## src/rtl/caq_tape_player.sv

```systemverilog
// Cassette playback stage: byte FIFO feeding an Aquarius tape-waveform serialiser.
// Build option: define CAQ_LEADER_EN to emit a '1'-tone leader before each playback start.
module caq_tape_player #(
  parameter int FIFO_AW     = 4,
  parameter int HALF_CLKS   = 833,
  parameter int LEADER_BITS = 64
) (
  input  logic       CLK,
  input  logic       RST,
  input  logic       WR,
  input  logic [7:0] WR_DATA,
  input  logic       PLAY,
  input  logic       STOP,
  output logic       CASS_IN,
  output logic       BUSY,
  output logic       EMPTY,
  output logic       FULL,
  output logic       OVERFLOW
);
  localparam int DEPTH = 1 << FIFO_AW;
  localparam int HW    = $clog2(2 * HALF_CLKS);
  localparam logic [HW-1:0] H_LAST = HW'(HALF_CLKS - 1);
  localparam logic [HW-1:0] D_LAST = HW'(2 * HALF_CLKS - 1);

`ifdef CAQ_LEADER_EN
  typedef enum logic [2:0] {S_IDLE, S_LEADER, S_LOAD, S_START, S_DATA, S_STOP} state_t;
`else
  typedef enum logic [2:0] {S_IDLE, S_LOAD, S_START, S_DATA, S_STOP} state_t;
`endif

  state_t state, state_nxt;

  logic [7:0]         mem [DEPTH];
  logic [FIFO_AW-1:0] wptr, rptr;
  logic [FIFO_AW:0]   count;
  logic               ovf;
  logic               push, pop;

  logic [HW-1:0] hc;
  logic [1:0]    ph;
  logic [2:0]    idx;
  logic [7:0]    shreg;
  logic          cass_q;
  logic          cur_bit, ph_end, bit_end, tone;

  assign EMPTY    = (count == '0);
  assign FULL     = (count == (FIFO_AW+1)'(DEPTH));
  assign OVERFLOW = ovf;
  assign BUSY     = (state != S_IDLE);
  assign CASS_IN  = cass_q;

  // STOP outranks WR: a write in the STOP cycle vanishes without flagging overflow
  assign push = WR && !FULL && !STOP && !RST;
  assign pop  = (state == S_LOAD);

  always_ff @(posedge CLK) begin
    if (RST || STOP) begin
      wptr  <= '0;
      rptr  <= '0;
      count <= '0;
      ovf   <= 1'b0;
    end else begin
      if (push) wptr <= wptr + 1'b1;
      if (pop)  rptr <= rptr + 1'b1;
      case ({push, pop})
        2'b10:   count <= count + 1'b1;
        2'b01:   count <= count - 1'b1;
        default: count <= count;
      endcase
      if (WR && FULL) ovf <= 1'b1;
    end
  end

  always_ff @(posedge CLK) begin
    if (push) mem[wptr] <= WR_DATA;
  end

  // '1' bits use four H phases, '0' bits two 2H phases; both start high on phase 0
  always_comb begin
    cur_bit = 1'b1;
    case (state)
      S_START: cur_bit = 1'b0;
      S_DATA:  cur_bit = shreg[0];
      default: cur_bit = 1'b1;
    endcase
  end

  assign ph_end  = (hc == (cur_bit ? H_LAST : D_LAST));
  assign bit_end = ph_end && (ph == (cur_bit ? 2'd3 : 2'd1));

`ifdef CAQ_LEADER_EN
  localparam int LW = $clog2(LEADER_BITS + 1);
  logic [LW-1:0] lcnt;

  assign tone = (state == S_LEADER) || (state == S_START) || (state == S_DATA) || (state == S_STOP);

  always_ff @(posedge CLK) begin
    if (RST || STOP || state != S_LEADER) lcnt <= '0;
    else if (bit_end)                     lcnt <= lcnt + 1'b1;
  end
`else
  assign tone = (state == S_START) || (state == S_DATA) || (state == S_STOP);
`endif

  always_ff @(posedge CLK) begin
    if (RST || STOP) state <= S_IDLE;
    else             state <= state_nxt;
  end

  always_comb begin
    state_nxt = state;
    case (state)
`ifdef CAQ_LEADER_EN
      S_IDLE:   if (PLAY && !EMPTY) state_nxt = S_LEADER;
      S_LEADER: if (bit_end && lcnt == LW'(LEADER_BITS - 1)) state_nxt = S_LOAD;
`else
      S_IDLE:   if (PLAY && !EMPTY) state_nxt = S_LOAD;
`endif
      S_LOAD:   state_nxt = S_START;
      S_START:  if (bit_end) state_nxt = S_DATA;
      S_DATA:   if (bit_end && idx == 3'd7) state_nxt = S_STOP;
      S_STOP:   if (bit_end && idx == 3'd1) state_nxt = (PLAY && !EMPTY) ? S_LOAD : S_IDLE;
      default:  state_nxt = S_IDLE;
    endcase
  end

  always_ff @(posedge CLK) begin
    if (RST || STOP) begin
      hc     <= '0;
      ph     <= '0;
      idx    <= '0;
      shreg  <= '0;
      cass_q <= 1'b0;
    end else begin
      cass_q <= tone && !ph[0];
      if (tone) begin
        if (ph_end) begin
          hc <= '0;
          ph <= bit_end ? 2'd0 : ph + 2'd1;
        end else begin
          hc <= hc + HW'(1);
        end
      end else begin
        hc <= '0;
        ph <= '0;
      end
      if (state == S_LOAD) begin
        shreg <= mem[rptr];
        idx   <= '0;
      end else if (bit_end && (state == S_DATA || state == S_STOP)) begin
        idx <= idx + 3'd1;
        if (state == S_DATA) shreg <= {1'b0, shreg[7:1]};
      end
    end
  end
endmodule

```

## config.mk

```make
export PLATFORM = sky130hd
export DESIGN_NAME = caq_tape_player
export DESIGN_NICKNAME = d
export VERILOG_FILES = /design/src/rtl/caq_tape_player.sv
export SDC_FILE = /design/constraint.sdc
export NUM_CORES = 1
export LEC_CHECK = 0
export CORE_MARGIN = 10
export CORE_UTILIZATION = 65
export DETAILED_ROUTE_END_ITERATION = 10
export PLACE_DENSITY = 0.8
export SYNTH_ARGS = -nofsm -noshare
export SYNTH_HDL_FRONTEND = slang
export SYNTH_SLANG_ARGS = --single-unit
```

## constraint.sdc

```tcl
create_clock -name CLK -period 6.8 [get_ports CLK]
set_input_delay 0.68 -clock CLK [delete_from_list [all_inputs] [get_ports CLK]]
set_output_delay 0.68 -clock CLK [all_outputs]
set_load 0.02 [all_outputs]
```

==> results.md <==
* CTS tree: yes
* Most frequent cells in the layout: 128 x edfxtp_1, 51 x nor2_1, 45 x dfxtp_1, 33 x mux4_2, 32 x nand2_1
* Fmax at 301 MHz
* Post-route cell area at a little under 8000 µm²
* WP data arrival at ~3700 ps
* Pre-antenna DRT Iters at 5
* Largest net degree at the start of global routing at 33
* Area of placed instances at 7410 µm²
* IO Count at 18
* Post-Syn Nets at around 500
* Reg area at around 4800 µm²
* Starting density of the core at between 60 and 70%
* Post_cts resized at 0
* Placer Congestion at roughly 0.8
* Worst path required time at ~7000 ps
* Most common cell after layout, fill and taps aside: edfxtp_1
* TNS Setup at 0 ps
* Num CTS Buffers at 17
* Fin crit share at 48.8%
* Clk sinks at about 170
* Cell family with most CP delay: simple AND/OR/NAND/NOR gates
* DR vias at around 4000
* Post-Synthesis Cells at roughly 470
* Worst setup path class: primary input to flop
* Die area at ~16000 µm²
* CTS Root Cell: clkbuf_8
* Reg clk slew, reported paths at roughly 60 ps
* Startpoint types: primary input
* Port bufs at 17
* Finished Layout Cells at 643
* Hold slack at 459 ps
* Area Growth Syn to Fin at 11.3%
* Layout Skew at ~6 ps
* Max-cap violation count at 0
* Layout Nets at around 520
* Final wirelength at roughly 13 mm
* Crit path largest cell delay at slightly below 600 ps
* Remaining antenna violation count after routing at 0
* Outcome: complete, no violations
* Synthesized area at roughly 7100 µm²
* Ys async rst share at 0%
* Skew-Pair Late Insertion Delay at around 530 ps
* CTS H-tree depth at 4
* Post-synthesis sequential area ratio at about two thirds
* Max VDD drop at around 340 µV
* Min-delay worst type: flop to flop
* Row count at 38
* LEAKAGE at roughly 2.5 nW
* Ys Warns at 0
* Routed vias/inst at just over 6
* DP HPWL at approximately 8 mm
* CP Capture Type: flop
* Slowest CP cell: nor2_1
* Number of synthesized flops with an enable pin at about 130
* Initial antenna violation count at 0
* Chip height at around 120 µm
* Slew Limit Fails at 0
* Setup WS pre-CTS at 2950 ps
* Fin crit period at between 3000 and 4000 ps
* DRC errors left at 0
* Max Buffers Root-to-Sink at 2
* Most common flop cell mapped by yosys: edfxtp_1
* Die width at 125 µm
* Pwr Density at approximately 250 nW/µm²
* Area of the multi-input gates at roughly 2200 µm²
* Worst-margin pin slew at around 1000 ps
* Post-CTS Setup Bufs at 0
* Drt wl/cell at between 20 and 25 µm
* First-pass GRT wire length at 21.0 mm
* N_diodes at 0
* Final worst slack at 3480 ps
* DR iter-0 viols at roughly 430
* Rel. slew slack at between 30 and 40%
* Fillers at 662
* Final hold violation count at 0
* All-Layer GR Usage at about 17%
* Unique masters post-synth at 53
* Worst path buffer plus inverter count at 2
* Layout cell share with drive strength beyond 1 at about 17%
* Average instance area after synthesis at roughly 15 µm²
* Core Region at between 10000 and 15000 µm²
* Aggregate global routing overflow at 0
* Vias in the first global route at 3898
* Worst-path cell chain: clkdlybuf4s50_1, nor2_1, and2_1, inv_1, ha_1, xor2_1, ha_1, a21oi_1, o22ai_1, a222oi_1, or3_1, a21oi_1
* Post-CTS Hold Buffers at 0
* Placed cell count at around 600
* Setup Viol. Count Final at 0
* CP Max Fanout at 14
* Post-synthesis register bit count at 174
* RSZ-0062 raised after global routing: false
[cells by family (layout without fill, tap and decap cells)]
| kind of cell | count (synthesis) | after routing | synth area share, % |
|---|---|---|---|
| flops | 174 | 174 | 66.9 |
| simple gates | 124 | 124 | 8.31 |
| compound gates | 54 | 54 | 4.66 |
| xor+xnor | 23 | 23 | 2.83 |
| buf+inv | 29 | 64 | 1.85 |
| fa+ha+maj | 12 | 12 | 2.11 |
| mux | 52 | 52 | 13.3 |
[worst paths after layout]
check	startpoint	to	slack, ps	cells past startpoint
setup / recovery	STOP	count[4]$_SDFFE_PP0P_	3480	12
hold / removal	ph[0]$_SDFFE_PP0P_	CASS_IN$_SDFF_PP0_	460	1
setup reg to reg	state[0]$_SDFFE_PP0P_	count[4]$_SDFFE_PP0P_	3520	11
hold reg to reg	ph[0]$_SDFFE_PP0P_	CASS_IN$_SDFF_PP0_	460	1
[Yosys cell counts, drive strengths merged (2+ instances only)]
master | count | area (µm²)
xnor2 | 8 | 70.1
a211o | 2 | 18.8
inv | 9 | 33.8
nor3 | 5 | 25.0
nor2b | 3 | 18.8
ha | 12 | 150
nand2 | 32 | 120
o22ai | 3 | 18.8
mux4 | 33 | 743
and3 | 2 | 12.5
or3 | 4 | 25.0
nor4 | 3 | 18.8
xor2 | 15 | 131
a21boi | 2 | 18.8
nand4 | 4 | 25.0
a21oi | 17 | 85.1
mux2 | 8 | 90.1
mux2i | 11 | 114
edfxtp | 128 | 3840
buf | 11 | 63.8
dfxtp | 46 | 921
or4 | 2 | 18.8
nand3 | 5 | 30.0
a31oi | 6 | 37.5
clkbuf | 9 | 33.8
o21ai | 15 | 75.1
nand2b | 4 | 25.0
nor2 | 51 | 191
and2 | 4 | 26.3
[cell type report]
class	count	area share, %
Timing Repair Buffer	23	2.72
Multi-Input combinational cell	265	28.0
Sequential cell	174	60.1
Inverter	9	0.426
Clock inverter	14	1.20
Tap cell	140	2.21
Clock buffer	18	5.27
[power by group]
part           internal (mW)  total (mW)  switching (mW)
clock                  0.447       0.842           0.394
combinational         0.0130      0.0353          0.0223
sequential              1.14        1.14         0.00161
[sequential cells by signal (all words and copies together), names as in the netlist, named ones only]
register and count:
ph 2, state 3, mem 128, idx 3, rptr 4, wptr 4, count 5, hc 11
shreg 8, OVERFLOW 1, CASS_IN 1
[routing by layer]
| metal | wire length (µm) | track usage, % | vias up |
|---|---|---|---|
| met4 | 206 | 5.41 | 0 |
| met2 | 6530 | 28.1 | 126 |
| met1 | 5530 | 21.7 | 1919 |
| li1 | - | - | 1821 |
| met5 | 0 | 0 | - |
| met3 | 728 | 5.40 | 20 |
[stage by stage]
stage	utilization [%]	total power, mW
3_3_place_gp	68.7	1.20
6_report	73.4	2.02
4_1_cts	73.4	2.03
5_1_grt	73.4	2.08
2_1_floorplan	-	1.18
3_5_place_dp	68.7	1.20
No activity file was read; power rests on OpenSTA's default activity.
